$ cat src/rtl/mem_bus_arb_pkg.sv
// mem_bus_arb_pkg: shared types and constants for the memory bus arbiter
package mem_bus_arb_pkg;
  typedef enum logic {IDLE, BUSY} state_t;
  localparam int ADDR_W = 32;
  localparam int DATA_W = 32;
  localparam int MASK_W = 4;
  localparam logic [DATA_W-1:0] BUS_TIMEOUT_DATA = 32'hDEADBEEF;
endpackage

$ cat src/rtl/rr_arbiter_pick.sv
// rr_arbiter_pick: round-robin pick of the first requester after last_i, wrapping
// Ports: req_i request vector, last_i previous owner, grant_o one-hot pick (0 if none), idx_o pick index
module rr_arbiter_pick #(
  parameter int N = 2,
  parameter int IW = $clog2(N)
) (
  input  logic [N-1:0]  req_i,
  input  logic [IW-1:0] last_i,
  output logic [N-1:0]  grant_o,
  output logic [IW-1:0] idx_o
);
  // Lowest requester above last wins; if none, lowest at or below last.
  always_comb begin
    idx_o = '0;
    for (int j = N - 1; j >= 0; j--)
      if (req_i[j] && j <= int'(last_i)) idx_o = IW'(j);
    for (int j = N - 1; j >= 0; j--)
      if (req_i[j] && j > int'(last_i)) idx_o = IW'(j);
    grant_o = (|req_i) ? (N'(1) << idx_o) : '0;
  end
endmodule

$ cat src/rtl/mem_bus_arbiter.sv
// mem_bus_arbiter: round-robin sharing of one memory bus among NUM_MASTERS requesters
// Master side: m_sel_i/m_addr_i/m_we_i/m_wr_mask_i/m_data_i in, m_ack_o one-hot and m_data_o broadcast out.
// Slave side: registered s_sel_o/s_addr_o/s_we_o/s_wr_mask_o/s_data_o, s_ack_i/s_data_i back.
// Status: grant_o one-hot owner, timeout_o abort pulse.
// Optional MEM_BUS_ARB_TIMEOUT_EN aborts a BUSY transaction after TIMEOUT_CYCLES cycles.
module mem_bus_arbiter
  import mem_bus_arb_pkg::*;
#(
  parameter int NUM_MASTERS = 2,
  parameter int TIMEOUT_CYCLES = 1024
) (
  input  logic                               clk,
  input  logic                               reset_i,
  input  logic [NUM_MASTERS-1:0]             m_sel_i,
  input  logic [NUM_MASTERS-1:0][ADDR_W-1:0] m_addr_i,
  input  logic [NUM_MASTERS-1:0]             m_we_i,
  input  logic [NUM_MASTERS-1:0][MASK_W-1:0] m_wr_mask_i,
  input  logic [NUM_MASTERS-1:0][DATA_W-1:0] m_data_i,
  output logic [DATA_W-1:0]                  m_data_o,
  output logic [NUM_MASTERS-1:0]             m_ack_o,
  output logic                               s_sel_o,
  output logic [ADDR_W-1:0]                  s_addr_o,
  output logic                               s_we_o,
  output logic [MASK_W-1:0]                  s_wr_mask_o,
  output logic [DATA_W-1:0]                  s_data_o,
  input  logic [DATA_W-1:0]                  s_data_i,
  input  logic                               s_ack_i,
  output logic [NUM_MASTERS-1:0]             grant_o,
  output logic                               timeout_o
);
  localparam int IW = $clog2(NUM_MASTERS);
  state_t                   r_state, w_next;
  logic [IW-1:0]            r_last, r_idx, w_idx;
  logic [NUM_MASTERS-1:0]   r_grant, w_grant;
  logic                     r_sel, r_we;
  logic [ADDR_W-1:0]        r_addr;
  logic [DATA_W-1:0]        r_data;
  logic [MASK_W-1:0]        r_mask;
  logic                     w_busy, w_to, w_done;
  rr_arbiter_pick #(.N(NUM_MASTERS)) u_pick (
    .req_i(m_sel_i),
    .last_i(r_last),
    .grant_o(w_grant),
    .idx_o(w_idx)
  );
  assign w_busy = r_state == BUSY;
`ifdef MEM_BUS_ARB_TIMEOUT_EN
  localparam int CW = $clog2(TIMEOUT_CYCLES) + 1;
  logic [CW-1:0] r_cnt;
  // Held at zero outside BUSY so the first BUSY cycle counts as 0.
  always_ff @(posedge clk)
    r_cnt <= (reset_i || !w_busy) ? '0 : r_cnt + 1'b1;
  // A coincident slave ack takes precedence over the abort.
  assign w_to = w_busy && !s_ack_i && r_cnt == CW'(TIMEOUT_CYCLES - 1);
`else
  assign w_to = 1'b0;
`endif
  assign w_done = w_busy && (s_ack_i || w_to);
  always_comb begin
    w_next = w_busy ? (w_done ? IDLE : BUSY) : ((|m_sel_i) ? BUSY : IDLE);
  end
  always_ff @(posedge clk) begin
    if (reset_i) begin
      r_state <= IDLE;
      r_sel   <= 1'b0;
      r_we    <= 1'b0;
      r_addr  <= '0;
      r_data  <= '0;
      r_mask  <= '1;
      r_grant <= '0;
      r_idx   <= '0;
      r_last  <= IW'(NUM_MASTERS - 1);
    end else begin
      r_state <= w_next;
      if (!w_busy && (|m_sel_i)) begin
        r_sel   <= 1'b1;
        r_we    <= m_we_i[w_idx];
        r_addr  <= m_addr_i[w_idx];
        r_data  <= m_data_i[w_idx];
        r_mask  <= m_wr_mask_i[w_idx];
        r_grant <= w_grant;
        r_idx   <= w_idx;
      end else if (w_done) begin
        r_sel   <= 1'b0;
        r_we    <= 1'b0;
        r_grant <= '0;
        r_last  <= r_idx;
      end
    end
  end
  assign s_sel_o     = r_sel;
  assign s_we_o      = r_we;
  assign s_addr_o    = r_addr;
  assign s_data_o    = r_data;
  assign s_wr_mask_o = r_mask;
  assign grant_o     = r_grant;
  assign m_ack_o     = w_done ? r_grant : '0;
  assign m_data_o    = w_to ? BUS_TIMEOUT_DATA : s_data_i;
  assign timeout_o   = w_to;
endmodule

$ cat config.mk
export PLATFORM = sky130hd
export DESIGN_NAME = mem_bus_arbiter
export DESIGN_NICKNAME = d
export VERILOG_FILES = /design/src/rtl/mem_bus_arb_pkg.sv /design/src/rtl/rr_arbiter_pick.sv /design/src/rtl/mem_bus_arbiter.sv
export SDC_FILE = /design/constraint.sdc
export NUM_CORES = 1
export LEC_CHECK = 0
export CORE_AREA = 2 2 109 111
export CTS_CLUSTER_DIAMETER = 100
export DETAILED_ROUTE_END_ITERATION = 8
export DIE_AREA = 0 0 111 113
export PLACE_DENSITY = 0.77
export SYNTH_ARGS = -nofsm -noshare
export SYNTH_HDL_FRONTEND = slang
export SYNTH_SLANG_ARGS = --single-unit
$ cat constraint.sdc
create_clock -name clk -period 2.4 [get_ports clk]
set_input_delay 0.36 -clock clk [delete_from_list [all_inputs] [get_ports clk]]
set_output_delay 0.36 -clock clk [all_outputs]
set_load 0.01 [all_outputs]
==> flow_metrics.tcl <==
set metrics [dict create \
    globalRoute.totalOverflow 0 \
    wl_per_cell_um 19.5 \
    syn_nets 568 \
    startpoint_type "primary input" \
    slew_headroom 0.631 \
    core_area_sq_mm 0.0113 \
    setup_violations 0 \
    stdcell_count 697 \
    synth_enable_flop_cells 0 \
    multi_input_area_sq_mm 0.00155 \
    die-width_um 111 \
    first_global_vias 4080 \
    drv_cap 0 \
    period_share 0.827 \
    ant_nets 0 \
    grt_pass1_wl_mm 21.2 \
    finish.net_count 724 \
    pin_count 282 \
    drive_gt1_frac 0.0722 \
    antenna_found_initial 0 \
    areaGrowthSynthToFinish_pct 64.6 \
    grt_usage 0.209 \
    cts_resized 0 \
    drc 0 \
    vdd_drop_max_v 0.000400 \
    port_buffers 216 \
    clockRootBuffer "clkbuf_16" \
    synthTopCellsByArea "dfxtp_1, a32oi_1, nand4_1" \
    critical_path_class "primary input to output pin" \
    synth_cell_types 28 \
    slew_violations 0 \
    clk_pin_slew_worst_paths_ns 0.06 \
    critPathCaptureType "output pin" \
    synth_top_area_share 0.419 \
    clock.fmax_ghz 0.504 \
    ys_seq_area_frac 0.419 \
    synth.largest_area_cell "dfxtp_1" \
    synth_compound_area_frac 0.294 \
    crit_fanout 6 \
    hold_buffers 0 \
    dpl.cell_count 681 \
    rows 39 \
    gp_congestion 0.783 \
    setup_tns_ns 0 \
    nFillCells 1057 \
    min_period_ns 1.98 \
    async_reset_ff_frac 0 \
    diodes 0 \
    die_area_sq_mm 0.0125 \
    post_cts_buffers 0 \
    vias 3996 \
    die_h_um 113 \
    grt_max_degree 43 \
    synthAdderAreaFrac 0 \
    crit_arrival_ns 1.62 \
    synth.area.mux_share 0 \
    initial_utilization 0.318 \
    drtPass1Iterations 5 \
    htreeDepth 3 \
    synthCells 393 \
    netlist_area_sq_mm 0.00358 \
    leakage_nw 2.02 \
    hpwl_mm 9.62 \
    rsz0062_at_grt "false" \
    powerDensity_mw_per_mm2 662 \
    avgSynthCellArea_sq_um 9.11 \
    skew_ns 0.00418 \
    hold_class "primary input to register" \
    cts_tree "built" \
    hold_viol_final 0 \
    synthSimpleGateAreaFrac 0.136 \
    synth_top_family_by_area "compound AO/OA/AOI/OAI gates" \
    yosys_warnings 0 \
    dr.first_iter.drc_count 295 \
    cts_buffers 9 \
    synth-xor-area-share 0 \
    cts.sinks 75 \
    status "complete, no violations" \
    final-seq-area_sq_mm 0.00150 \
    ys.flop_type "dfxtp_1" \
    yosys_register_bits 75 \
    insertion_delay_ns 0.32 \
    required_ns 2.04 \
    drt_wl_total_mm 13.6 \
    hold_ws_ns 0.437 \
    clock_path_buffers 2 \
    viasPerCell 5.73 \
    tightest_slew_ns 0.554 \
]
## metal layers
layer	GRT usage	wire length (um)
met1	0.238	5240
met2	0.362	6780
met3	0.0616	1200
met4	0.103	350
met5	0	0
## worst paths after layout
kind	start	end	slack (ns)	cells after the start
hold reg to reg	s_sel_o	s_sel_o	0.46	2
setup reg to reg	r_state	s_data_o[29]	0.66	4
hold / removal	reset_i	s_addr_o[21]	0.44	2
setup / recovery	s_ack_i	m_ack_o[0]	0.42	3
## power breakdown
part           switching [mW]  total [mW]  internal [mW]
sequential             0.0610        1.41           1.35
clock                   0.503        1.60           1.10
combinational           0.389       0.893          0.504
## through the flow
| stage | setup slack [ns] | power (mW) | cell area [sq um] | util |
|---|---|---|---|---|
| global route | 0.360 | 4.05 | 5900 | 0.523 |
| global placement | 0.357 | 2.31 | 5530 | 0.491 |
| detailed placement | 0.295 | 2.33 | 5530 | 0.491 |
| CTS | 0.413 | 3.94 | 5900 | 0.523 |
| finish | 0.415 | 3.90 | 5900 | 0.523 |
| floorplan | 1.04 | 1.86 | 3580 | - |
## cells in the final DEF (no fill, tap or decap), drive strengths merged
master	instances
o21ai	2
a32oi	64
clkbuf	12
a221oi	1
clkinv	1
a31oi	1
dfxtp	75
and3	4
and2b	1
o21bai	1
nand3	1
a32o	4
a21oi	68
a221o	1
bufinv	3
inv	3
nor3	1
nand2	4
conb	1
nand2b	2
nor2b	1
nand4	64
a211o	5
a211oi	1
buf	18
or2	1
clkdlybuf4s50	214
## state kept, by name, summed over array words and instances (netlist names)
signal / cells
grant_o: 2
r_idx: 1
r_last: 1
r_state: 1
s_addr_o: 32
s_data_o: 32
s_sel_o: 1
s_we_o: 1
s_wr_mask_o: 4
## cell families after synthesis
kind of cell           Yosys count
other                            1
AND/OR/NAND/NOR                 79
AO/OA/AOI/OAI                  148
buffers and inverters           90
flip-flops                      75
## synth_stat cells (2+ instances only)
cell	count
clkbuf_1	36
dfxtp_1	75
nand4_1	64
buf_2	7
nand2_1	4
a211o_1	5
buf_6	8
inv_1	3
a32o_1	4
buf_4	35
a32oi_1	64
and3_1	4
o21ai_0	2
a21oi_1	68
## area by class of cell
class,instances,area share
clock inverter,4,0.0161
sequential,75,0.255
timing repair buffer,232,0.390
multi-input combinational,228,0.262
inverter,3,0.00191
clock buffer,12,0.0452
tap,143,0.0303
## critical path: stages
cell	delay, ns
clkdlybuf4s50_1	0.56
and3_1	0.18
clkdlybuf4s50_1	0.53
Power figures use the tool's default switching activity.
